--- config.mk ---
export PLATFORM = sky130hd
export DESIGN_NAME = alu_arbiter
export DESIGN_NICKNAME = d
export VERILOG_FILES = /design/src/rtl/alu_arbiter.sv
export SDC_FILE = /design/constraint.sdc
export NUM_CORES = 1
export LEC_CHECK = 0
export BUFFER_PORTS_ARGS = -buffer_cell sky130_fd_sc_hd__clkbuf_2
export CAP_MARGIN = 40
export CORE_AREA = 4 4 68 70
export DETAILED_ROUTE_END_ITERATION = 8
export DIE_AREA = 0 0 72 74
export GPL_TIMING_DRIVEN = 0
export PLACE_DENSITY = 0.79
export SYNTH_ARGS = -nofsm -noshare
export SYNTH_HDL_FRONTEND = slang
export SYNTH_SLANG_ARGS = --single-unit
--- constraint.sdc ---
create_clock -name clk -period 1.8 [get_ports clk]
set_clock_uncertainty 0.15 [all_clocks]
set_input_delay 0.09 -clock clk [delete_from_list [all_inputs] [get_ports clk]]
set_output_delay 0.09 -clock clk [all_outputs]
set_load 0.02 [all_outputs]
--- src/rtl/alu_arbiter.sv ---
// alu_arbiter: two-requester front end for one shared combinational ALU.
//
// A three-state FSM (idle -> exec -> resp) grants one requester at a time,
// latches its operands, drives them to the ALU for one cycle and captures the
// result and flags. It then holds a one-hot response until the owner accepts.
// Contended grants are arbitrated by a 1-bit priority pointer. The pointer
// moves to the other requester when a contended transaction completes.
//
// Ports:
//   clk, reset_n                 clock, synchronous active-low reset
//   req_valid[1:0]               per-requester request valid
//   req_a0/req_b0, req_a1/req_b1 requester operands (W bits)
//   req_op0, req_op1             requester opcodes (Ops bits)
//   req_sc0, req_sc1             requester shift/carry-in
//   req_ready[1:0]               per-requester accept (at most one bit high)
//   rsp_valid[1:0]               one-hot response valid, addressed to the owner
//   rsp_ready[1:0]               per-requester response accept
//   rsp_out, rsp_zero,
//   rsp_parity, rsp_odd          registered ALU result and flags
//   alu_a, alu_b, alu_op, alu_sc drive to the shared ALU (zero outside exec)
//   alu_out, alu_zero,
//   alu_parity, alu_odd          combinational results from the shared ALU
module alu_arbiter #(
  parameter int unsigned W   = 8,
  parameter int unsigned Ops = 3
) (
  input  logic           clk,
  input  logic           reset_n,
  // requester side
  input  logic [1:0]     req_valid,
  input  logic [W-1:0]   req_a0,
  input  logic [W-1:0]   req_b0,
  input  logic [W-1:0]   req_a1,
  input  logic [W-1:0]   req_b1,
  input  logic [Ops-1:0] req_op0,
  input  logic [Ops-1:0] req_op1,
  input  logic           req_sc0,
  input  logic           req_sc1,
  output logic [1:0]     req_ready,
  // response side
  output logic [1:0]     rsp_valid,
  input  logic [1:0]     rsp_ready,
  output logic [W-1:0]   rsp_out,
  output logic           rsp_zero,
  output logic           rsp_parity,
  output logic           rsp_odd,
  // shared ALU
  output logic [W-1:0]   alu_a,
  output logic [W-1:0]   alu_b,
  output logic [Ops-1:0] alu_op,
  output logic           alu_sc,
  input  logic [W-1:0]   alu_out,
  input  logic           alu_zero,
  input  logic           alu_parity,
  input  logic           alu_odd
);

  typedef enum logic [1:0] {
    StIdle = 2'd0,
    StExec = 2'd1,
    StResp = 2'd2
  } state_e;

  state_e         state_q, state_d;
  logic           prio_q;
  logic           owner_q;
  logic           contended_q;
  logic [W-1:0]   op_a_q;
  logic [W-1:0]   op_b_q;
  logic [Ops-1:0] op_op_q;
  logic           op_sc_q;
  logic [W-1:0]   rsp_out_q;
  logic           rsp_zero_q;
  logic           rsp_parity_q;
  logic           rsp_odd_q;

  logic           grant;
  logic           grant_idx;
  logic           both_valid;
  logic           rsp_done;

  assign both_valid = &req_valid;

  // Next-state, grant selection and handshake decode.
  always_comb begin
    state_d   = state_q;
    req_ready = 2'b00;
    grant     = 1'b0;
    grant_idx = 1'b0;
    rsp_done  = 1'b0;
    unique case (state_q)
      StIdle: begin
        // Contended: the pointer decides. Otherwise the lone requester wins.
        grant_idx = both_valid ? prio_q : req_valid[1];
        if (|req_valid) begin
          grant     = 1'b1;
          req_ready = grant_idx ? 2'b10 : 2'b01;
          state_d   = StExec;
        end
      end
      StExec: begin
        state_d = StResp;
      end
      StResp: begin
        // Only the owner's ready bit can complete the response.
        if (rsp_ready[owner_q]) begin
          rsp_done = 1'b1;
          state_d  = StIdle;
        end
      end
      default: begin
        state_d = StIdle;
      end
    endcase
  end

  always_ff @(posedge clk) begin
    if (!reset_n) begin
      state_q      <= StIdle;
      prio_q       <= 1'b0;
      owner_q      <= 1'b0;
      contended_q  <= 1'b0;
      op_a_q       <= '0;
      op_b_q       <= '0;
      op_op_q      <= '0;
      op_sc_q      <= 1'b0;
      rsp_out_q    <= '0;
      rsp_zero_q   <= 1'b0;
      rsp_parity_q <= 1'b0;
      rsp_odd_q    <= 1'b0;
    end else begin
      state_q <= state_d;
      if (grant) begin
        owner_q     <= grant_idx;
        contended_q <= both_valid;
        op_a_q      <= grant_idx ? req_a1  : req_a0;
        op_b_q      <= grant_idx ? req_b1  : req_b0;
        op_op_q     <= grant_idx ? req_op1 : req_op0;
        op_sc_q     <= grant_idx ? req_sc1 : req_sc0;
      end
      if (state_q == StExec) begin
        rsp_out_q    <= alu_out;
        rsp_zero_q   <= alu_zero;
        rsp_parity_q <= alu_parity;
        rsp_odd_q    <= alu_odd;
      end
      // An uncontended service leaves the pointer where it was.
      if (rsp_done && contended_q) begin
        prio_q <= ~owner_q;
      end
    end
  end

  // ALU sees operands only during exec, zeros otherwise.
  always_comb begin
    alu_a  = '0;
    alu_b  = '0;
    alu_op = '0;
    alu_sc = 1'b0;
    if (state_q == StExec) begin
      alu_a  = op_a_q;
      alu_b  = op_b_q;
      alu_op = op_op_q;
      alu_sc = op_sc_q;
    end
  end

  always_comb begin
    rsp_valid = 2'b00;
    if (state_q == StResp) begin
      rsp_valid = owner_q ? 2'b10 : 2'b01;
    end
  end

  assign rsp_out    = rsp_out_q;
  assign rsp_zero   = rsp_zero_q;
  assign rsp_parity = rsp_parity_q;
  assign rsp_odd    = rsp_odd_q;

endmodule

# Yosys cells after proc, flatten, opt, wreduce, memory -nomap -nowiden

Cells that the tools add are included.

Bits in registers: 36
Latch bits: 0
RAM bits: 0
Memory bits (read-only): 0
Input bits: 57
Output and inout port bits: 35
Logic and storage cells: 47
Memories: 0

Add/sub/neg operators: 0
$mul: 0
Div/mod/pow operators: 0
Magnitude comparators: 1
Equality and inequality tests: 4
Shift operators: 0
Multiplexer cells: 24
Bitwise gates (word level): 1
Reduce and logical (&&, ||, !) cells: 5

Operators with widths:

| kind                                                                         | number |
|---|---|
| 8-bit 2-to-1 mux                                                             | 4 |
| 2-bit 2-to-1 mux                                                             | 7 |
| 1-bit 2-to-1 mux                                                             | 10 |
| 3-bit 2-to-1 mux                                                             | 2 |
| 2-bit one-hot mux with 3 select lines                                        | 1 |
| 2-bit != test, second input constant                                         | 2 |
| 2-bit AND reduction                                                          | 2 |
| 2-bit by 1-bit equality test with 1-bit output, second input constant        | 1 |
| 2-bit equality test, second input constant                                   | 1 |
| 2-bit zero test                                                              | 1 |
| 1-bit by 2-bit less-than comparator with 1-bit output, second input constant | 1 |
| 2-bit OR reduction                                                           | 1 |
| 1-bit logical AND                                                            | 1 |
| 1-bit NOT                                                                    | 1 |

# Depth between registers and ports, before layout

Gate-level depths: netlist (run 1).

Depth after elaboration: 5
Gate-level depth with buffers: 5
Depth with buffers taken out: 3

# Worst setup path before layout (run 1)

No wires, ideal clock.

Path kind: register -> output
Start point: reg prio_q
End point: out req_ready[0]
Arrival: 1259 ps
Required time: 1560 ps
Slack: 301 ps
Stages on the path, launching flop included: 4
Buffers on the path: 1
Cells stage by stage: dfxtp_1 > nand2b_1 > buf_2 > a211oi_1

Word-level cells in the longest chain between the ends: 4

RTL lines:

| item                   | RTL line | RTL |
|---|---|---|
| from (decl)            | 65       | `logic prio_q;` |
| from (signal assigned) | 149      | `prio_q <= ~owner_q;` |
| 1-bit 2-to-1 mux       | 94       | `grant_idx = both_valid ? prio_q : req_valid[1];` |
| 2-bit 2-to-1 mux       | 97       | `req_ready = grant_idx ? 2'b10 : 2'b01;` |
| 2-bit 2-to-1 mux       | 95       | `if (\|req_valid) begin` |
| 2-bit 2-to-1 mux       | 91       | `unique case (state_q)` |
| to (decl)              | 39       | `output logic [1:0] req_ready,` |

No other way between the ends.

# Worst setup path after layout (run 1)

Same ends and word-level chain as after synthesis.

==> flow_metrics.tcl, run 1 <==
set metrics [dict create \
    status "finished clean" \
    tightest_slew_ps 515 \
    synth_edf_count 0 \
    place_area_um2 2250 \
    clock_sinks 36 \
    relSlewSlack_pct 65.7 \
    fmax_ghz 0.587 \
    seqPwrFrac_pct 43.6 \
    wl_per_cell_um 14.8 \
    ios 92 \
    grt_usage_pct 22.4 \
    synth-seq-area-share_pct 41.5 \
    p_sw_mw 0.651 \
    syn-num-nets 277 \
    die_height_um 74 \
    synth_area_leaders "dfxtp_1 (41%), a21oi_1 (14%), o32ai_1 (6.0%), nand2_1 (5.4%), nor2_1 (3.7%)" \
    antenna_found_initial 0 \
    end_kind "output pin" \
    fp.dieW_um 72 \
    critPathKind "register to output pin" \
    n_antenna_cell 0 \
    io_buffers 90 \
    cts-root-buf "clkbuf_8" \
    crit_family "buffers and inverters" \
    pwr-share-comb_pct 28.3 \
    synth-async-reset-ratio_pct 0 \
    clk_latency_ps 280 \
    rows 23 \
    nets 417 \
    clockPowerShare_pct 28.1 \
    layout_min_cycle_time_ps 1700 \
    tns_ps 0 \
    grt_max_degree 12 \
    coreArea_um2 3970 \
    vdd_drop_max_mv 0.448 \
    crit_path_max_incr_delay_ps 360 \
    synth_top_area_share_pct 41.5 \
    gp_congestion 0.811 \
    wl_um 6090 \
    internal_power_mw 1.45 \
    cp_data_required_time_ps 1560 \
    cp.arrival_ps 1460 \
    crit_path_top_delay_cell "dfxtp_1" \
    vias_per_cell 5.32 \
    synth_top_area_cell "dfxtp_1" \
    grt_pass1_wl_um 9350 \
    hp-class "input port to register" \
    cp_num_buf_inv 2 \
    area_growth_pct 60.3 \
    syn_area_per_cell_um2 7.90 \
    first_global_vias 2124 \
    final_cell_area_um2 2790 \
    synthTopCellsByCount "a21oi_1 (47), dfxtp_1 (36), nand2_1 (25)" \
    power.leakage_nw 1.25 \
    rsz0062_at_grt "no" \
    drt_iter0_drc 129 \
    syn_area_um2 1740 \
    overflow 0 \
    drv_slew 0 \
    die-area_um2 5330 \
    sw_frac_of_total_pct 31.0 \
    drc_errors 0 \
    critical_path_peak_fanout 10 \
    ant_nets 0 \
    yosysWarnings 0 \
    powerDensity_nw_per_um2 752 \
    min_period_over_period_pct 94.7 \
    clk_pin_slew_ps 70 \
    synth_seq_cells 36 \
    synth_most_common_cell "a21oi_1" \
    htree_levels 2 \
    hold_viol_final 0 \
    cts_made_buffers 5 \
    cts_tree "built" \
    path_cells "nand2b_1 -> clkbuf_4 -> a211oi_2 -> buf_2" \
    dp_hpwl_um 3930 \
    start_util_pct 43.8 \
    critPathLaunchType "register" \
    cap_violations 0 \
    vias 2188 \
    setup_violations 0 \
    first_pass_iters 5 \
    ys_types 29 \
    drive_gt1_share_pct 34.1 \
    cts_buffer_depth 2 \
    synthFlopType "dfxtp_1" \
    synthCells 220 \
]
==> sequential cells by signal, indices dropped and copies added, names as in the netlist, 2 cells and up <==
name and flops:
op_a_q 8, op_b_q 8, op_op_q 3, rsp_out 8, state_q 2
==> worst min-delay path, cell delays in order <==
cell and delay (ps):
clkbuf_2 80, a21oi_1 130, o32ai_1 90
==> kinds of logic (layout without fill, tap and decap cells) <==
kind of cell / count (synthesis) / after routing / share of synthesized area, %
buffers and inverters: 32 / 173 / 9.00
DFF: 36 / 36 / 41.5
AOI/OAI and AO/OA: 81 / 81 / 29.3
and+or+nand+nor: 70 / 70 / 19.7
muxes: 1 / 1 / 0.576
==> worst paths after layout <==
| kind | slack, ps | start | endpoint | cells after the start |
|---|---|---|---|---|
| hold / removal | 5 | req_a1[1] | op_a_q[1] | 3 |
| setup reg to reg | 190 | state_q[0] | op_a_q[0] | 3 |
| setup / recovery | 100 | prio_q | req_ready[0] | 4 |
| hold reg to reg | 310 | rsp_out[5] | rsp_out[5] | 2 |
==> through the flow <==
stage	hold WS [ps]	total power, mW	util [%]	setup slack (ps)	cells
3_5_place_dp	169	1.43	56.7	172	360
3_3_place_gp	164	1.42	56.7	183	360
4_1_cts	2.82	2.09	69.7	24.5	410
2_1_floorplan	76.0	1.25	-	301	220
5_1_grt	16.8	2.20	70.2	4.47	411
6_report	4.52	2.10	70.2	95.2	411
==> per-layer routing <==
metal  part of all wire [%]  global-route usage (%)  vias up
met3                    6.6                    3.65       21
met2                     51                    40.0      109
li1                       -                       -     1056
met4                    3.4                    13.8        0
met1                     38                    25.2     1002
met5                      0                       0        -
==> cell type report <==
class	instances	area [µm²]
buffer	17	105
timing repair buffer	133	878
clock buffer	6	82.6
multi-input combinational	152	866
clock inverter	2	10.0
inverter	15	56.3
sequential	36	726
fill	326	1180
tap	50	62.6
==> power by group through the flow <==
stage | combinational, mW | sequential (mW) | clock (mW)
CTS | 0.576 | 0.912 | 0.601
finish | 0.593 | 0.914 | 0.590
global route | 0.644 | 0.922 | 0.631
detailed placement | 0.501 | 0.929 | 0
floorplan | 0.311 | 0.941 | 0
global placement | 0.495 | 0.925 | 0
==> timing repair <==
item / in CTS / in global routing
resized for setup: 3 / 4
endpoints found under the setup margin: 18 / 9
hold buffers: 42 / 0
hold endpoints to repair: 29 / 0
setup buffers: 0 / 1
==> cell usage in the layout (no fill, tap or decap), types with 2 or more instances in the layout <==
cell type,n
clkbuf_1,4
and2_1,8
clkbuf_8,6
buf_4,5
o32ai_1,12
inv_1,15
buf_2,7
clkinv_2,2
dfxtp_1,34
nand3_1,8
nor2_1,17
buf_6,2
clkbuf_2,89
nand2_1,25
a21oi_1,47
nor2b_1,4
o21ai_0,9
nand2b_1,2
a311oi_1,7
dlygate4sd3_1,42
No activity file was read; power rests on OpenSTA's default activity.
==> run 2, diff against run 1 <==
- CORE_AREA: 4 4 68 70 -> 4 4 67 69
- CTS_BUF_LIST: unset -> sky130_fd_sc_hd__clkbuf_8
- DIE_AREA: 0 0 72 74 -> 0 0 71 73
- PLACE_DENSITY: 0.79 -> 0.81
- SLEW_MARGIN: unset -> 15
==> run 2 against run 1 <==
Effect of this change:
- sequential power about the same
- sequential cell count unchanged
- worst hold slack is essentially flat
- routed wire length increased by 4.0%
- sequential share of layout area decreased by 0.43 points
- clock power is 21% higher
- via count increased by 4.4%
- cell count increased by 0.49%
- fmax shrank 1.1%
- non-clock buffer count grew 2
- register-to-register slack lost 30 ps
- largest power group unchanged
- die area decreased by 2.7%
==> flow_metrics.tcl, run 2 (same netlist as run 1, synthesis figures left out) <==
set metrics [dict create \
    cts-root-buf "clkbuf_8" \
    grt_usage_pct 23.7 \
    final_cell_area_um2 2830 \
    start_util_pct 44.4 \
    n_antenna_cell 0 \
    io_buffers 90 \
    place_area_um2 2250 \
    critPathLaunchType "register" \
    drt_iter0_drc 193 \
    wl_um 6330 \
    mostFrequentLayoutCell "clkbuf_2" \
    hp-class "input port to register" \
    reg2reg_depth 3 \
    drive_gt1_share_pct 33.3 \
    cp_data_required_time_ps 1560 \
    grt_max_degree 13 \
    cap_violations 0 \
    fin_util_pct 72.4 \
    critical_path_peak_fanout 10 \
    coreArea_um2 3910 \
    fp.dieW_um 71 \
    vias 2284 \
    htree_levels 2 \
    cp.arrival_ps 1480 \
    relSlewSlack_pct 64.9 \
    vias_per_cell 5.53 \
    place_ws_ps 181 \
    hold_viol_final 0 \
    layout_min_cycle_time_ps 1720 \
    cts_tree "built" \
    cts_made_buffers 5 \
    drv_slew 0 \
    min_period_over_period_pct 95.8 \
    end_kind "output pin" \
    powerDensity_nw_per_um2 787 \
    fin_ws_ps 75.7 \
    cts_buffer_depth 2 \
    vdd_drop_max_mv 0.768 \
    drc_errors 0 \
    tightest_slew_ps 524 \
    ios 92 \
    cts_setup_buffers 0 \
    layout_common_cells "clkbuf_2 (89), a21oi_1 (47), dlygate4sd3_1 (46)" \
    gp_congestion 0.857 \
    dp_hpwl_um 3830 \
    nets 419 \
    die_height_um 73 \
    first_global_vias 2225 \
    overflow 0 \
    die-area_um2 5180 \
    antenna_found_initial 0 \
    setup_violations 0 \
    hold_depth 3 \
    clk_pin_slew_ps 70 \
    status "finished clean" \
    area_growth_pct 63.0 \
    clock_sinks 36 \
    rows 23 \
    hold_slack_ps 4.17 \
    wl_per_cell_um 15.3 \
    clk_latency_ps 290 \
    fmax_ghz 0.580 \
    tns_ps 0 \
    ant_nets 0 \
    first_pass_iters 6 \
    power.leakage_nw 1.26 \
    fillers 317 \
    critPathKind "register to output pin" \
    grt_pass1_wl_um 9880 \
]
==> run 2: changes by cell type in the layout (fill, tap and decap cells not counted) <==
cell,before,now
buf_2,7,6
buf_4,5,4
bufinv_16,0,1
clkbuf_8,6,5
clkinv_2,2,1
clkinvlp_4,0,1
dlygate4sd3_1,42,46
==> run 2: report_power, final <==
| part | internal [mW] | switching [mW] |
|---|---|---|
| clock | 0.410 | 0.305 |
| combinational | 0.270 | 0.332 |
| sequential | 0.872 | 0.0410 |
| total | 1.55 | 0.677 |
==> run 2: worst paths after layout <==
kind	slack [ps]	from	to
worst min-delay path	4	req_a0[5]	op_a_q[5]
worst max-delay path	80	prio_q	req_ready[0]
worst min register to register	310	rsp_out[3]	rsp_out[3]
worst max register to register	160	state_q[0]	op_b_q[3]
==> run 2: timing repair <==
item	in CTS	in global routing
endpoints found under the setup margin	20	18
endpoints found under the hold margin	32	0
hold buffers	46	0
cloned	0	0
gates resized for setup	3	5
==> run 2: layout make-up <==
class / instances / area (µm²) / area share (%)
clock buffers: 5 / 68.8 / 2.43
flip-flops and latches: 36 / 726 / 25.6
plain buffers: 16 / 97.6 / 3.45
clock inverters: 3 / 42.5 / 1.50
well taps: 50 / 62.6 / 2.21
inverters: 15 / 56.3 / 1.99
multi-input cells: 152 / 866 / 30.6
repair buffers: 136 / 913 / 32.2
==> run 2: metal layers <==
layer	GRT usage [%]	vias up	routed length, µm
li1	-	1054	-
met1	27.8	1027	2370
met2	39.8	167	3100
met3	5.51	36	536
met4	13.8	0	321
met5	0	-	0
==> run 2: through the flow <==
stage | power (mW) | cells
6_report | 2.23 | 413
3_3_place_gp | 1.42 | 360
4_1_cts | 2.21 | 414
2_1_floorplan | 1.25 | 220
5_1_grt | 2.32 | 413
3_5_place_dp | 1.43 | 360
==> run 2: worst max-delay path: stages (launching register included) <==
cell and delay [ps]:
dfxtp_1 360, nand2b_1 210, buf_2 210, a211oi_2 240
buf_4 170
==> run 3, diff against run 2 <==
- ABC_AREA: unset -> 1
- CORE_AREA: 4 4 67 69 -> 4 4 69 71
- DIE_AREA: 0 0 71 73 -> 0 0 73 75
- PLACE_DENSITY: 0.81 -> 0.82
==> run 3 against run 2 <==
Effect of this change:
- sequential share of layout area decreased by 1.6 points
- design area is 5.7% higher
- die area grew 5.6%
- area after synthesis rose by 11%
- non-clock buffer count decreased by 2
- global-route usage shrank 1.0 points
==> flow_metrics.tcl, run 3 <==
set metrics [dict create \
    layout_common_cells "clkbuf_2 (93), nand2_1 (70), inv_1 (51)" \
    grt_usage_pct 22.7 \
    first_pass_iters 4 \
    grt_use_met1_pct 25.8 \
    synthTopCellsByCount "nand2_1 (70), inv_1 (51), nor2_1 (49)" \
    clk_latency_ps 280 \
    syn_area_um2 1930 \
    vias 2322 \
    synth_top_area_share_pct 37.4 \
    rows 24 \
    wl_um 6080 \
    end_kind "output pin" \
    fmax_ghz 0.582 \
    die_height_um 75 \
    ant_nets 0 \
    drive_gt1_share_pct 29.6 \
    n_antenna_cell 0 \
    clock_sinks 36 \
    dp_hpwl_um 3830 \
    use_met3_pct 4.14 \
    synthMuxAreaShare_pct 0 \
    sw_frac_of_total_pct 31.4 \
    busiest_layer "met2" \
    internal_power_mw 1.60 \
    syn_area_per_cell_um2 6.56 \
    cp_data_required_time_ps 1560 \
    hp-start "req_op1[1]" \
    cp_num_buf_inv 6 \
    multi_input_area_um2 886 \
    r2r-start "state_q[0]" \
    cts_tree "built" \
    ios 92 \
    yosysWarnings 0 \
    power.leakage_nw 1.60 \
    synthFlopType "dfxtp_1" \
    relSlewSlack_pct 58.7 \
    tightest_slew_ps 620 \
    path_cells "dlygate4sd3_1 -> clkbuf_2 -> inv_1 -> a21oi_2 -> nand2_2 -> buf_6 -> inv_1 -> buf_4" \
    synth-seq-area-share_pct 37.4 \
    setup_violations 0 \
    tns_ps 0 \
    status "finished clean" \
    layout_min_cycle_time_ps 1720 \
    synth_top_area_cell "dfxtp_1" \
    synthCells 294 \
    synth_edf_count 0 \
    clockPowerShare_pct 30.1 \
    critical_path_peak_fanout 10 \
    min_period_over_period_pct 95.4 \
    cts_made_buffers 5 \
    hp-class "input port to register" \
    vias_per_cell 4.76 \
    fillers 358 \
    syn-num-nets 351 \
    drt_iter0_drc 140 \
    synth-adder-area-share_pct 0 \
    mostFrequentLayoutCell "clkbuf_2" \
    seqPwrFrac_pct 39.6 \
    crit_start "req_valid[0]" \
    synth-async-reset-ratio_pct 0 \
    crit_family "buffers and inverters" \
    synth_area_leaders "dfxtp_1 (37%), nand2_1 (14%), inv_1 (9.9%), nor2_1 (9.5%), nand3_1 (5.5%)" \
    synth_top_family_by_area "simple AND/OR/NAND/NOR gates" \
    pwr-share-comb_pct 30.4 \
    antenna_found_initial 0 \
    ys_types 21 \
    crit_path_top_delay_cell "dlygate4sd3_1" \
    coreArea_um2 4230 \
    cap_violations 0 \
    critical_path.most_common_cell "inv_1" \
    critPathKind "input port to output pin" \
    fp.dieW_um 73 \
    critPathLaunchType "input port" \
    place_area_um2 2450 \
    cts-root-buf "clkbuf_8" \
    synth-compound-area-share_pct 11.7 \
    grt_max_degree 13 \
    die-area_um2 5480 \
    crit_path_max_incr_delay_ps 540 \
    first_global_vias 2131 \
    vdd_drop_max_mv 0.373 \
    ff2ff_setup_slack_ps 190 \
    grt_use_met2_pct 41.7 \
    synth_xor_xnor_area_share_pct 0 \
    nets 492 \
    wl_per_cell_um 12.5 \
    io_buffers 91 \
    clk_pin_slew_ps 70 \
    drc_errors 0 \
    dp.cells 437 \
    synth_most_common_cell "nand2_1" \
    synth-simple-area-share_pct 34.3 \
    area_growth_pct 55.4 \
    powerDensity_nw_per_um2 776 \
    gp_congestion 0.824 \
    p_sw_mw 0.729 \
    hold_viol_final 0 \
    overflow 0 \
    fin_cells 488 \
    grt_pass1_wl_um 9670 \
    drv_slew 0 \
    htree_levels 2 \
    final_cell_area_um2 3000 \
    power_mw 2.32 \
    cts_buffer_depth 2 \
    start_util_pct 45.5 \
    cp.arrival_ps 1480 \
    cts_setup_buffers 0 \
    rsz0062_at_grt "no" \
    regArea_um2 721 \
    synth_seq_cells 36 \
]
[run 3: cell count changes after synthesis, moves of 12 or more]
cell     change
nand2_1     +45
nor2_1      +32
inv_1       +36
a21oi_1     -32
o32ai_1     -12
nand3_1     +13
[run 3: per-layer routing]
layer	vias to the layer above	routed length (µm)
met2	104	3160
met3	18	405
met5	-	0
met1	1024	2350
li1	1176	-
met4	0	163
[run 3: timing repair]
action,in CTS,in global routing
endpoints found under the setup margin,20,1
hold buffers,43,0
hold endpoints to repair,34,0
resized for setup,2,2
[run 3: final timing paths]
kind | end | depth (start not counted)
min | op_op_q[1] | 5
max reg2reg | rsp_out[0] | 4
min reg2reg | op_b_q[7] | 2
max | req_ready[0] | 8
[run 3: final cells by class]
cell class,instances,share of cell area [%]
Timing Repair Buffer,134,29.7
Multi-Input combinational cell,191,29.6
Sequential cell,36,24.1
Inverter,51,6.39
Buffer,16,4.43
Clock buffer,5,2.30
Tap cell,52,2.17
Clock inverter,3,1.42
[run 3: kinds of logic after synthesis]
group / count (synthesis)
simple gates: 154
buf+inv: 67
compound gates: 37
flops: 36
[run 3: stage by stage]
step	hold WS [ps]	setup slack [ps]	util [%]
2_1_floorplan	75.7	482	-
3_3_place_gp	189	263	57.8
3_5_place_dp	201	242	57.8
4_1_cts	1.71	51.1	70.7
5_1_grt	34.4	10.2	70.7
6_report	16.6	82.1	70.7
[run 3: power by group through the flow]
stage	Sequential, mW	Combinational, mW	Clock [mW]
after CTS	0.920	0.696	0.715
after detailed placement	0.938	0.617	0
after floorplan	0.963	0.399	0
final	0.920	0.705	0.699
after global placement	0.934	0.605	0
after global routing	0.929	0.784	0.743
[run 3: worst min-delay path, delay by kind of cell]
family / cells / cell delay (ps)
simple gates: 3 / 210
buf+inv: 2 / 110
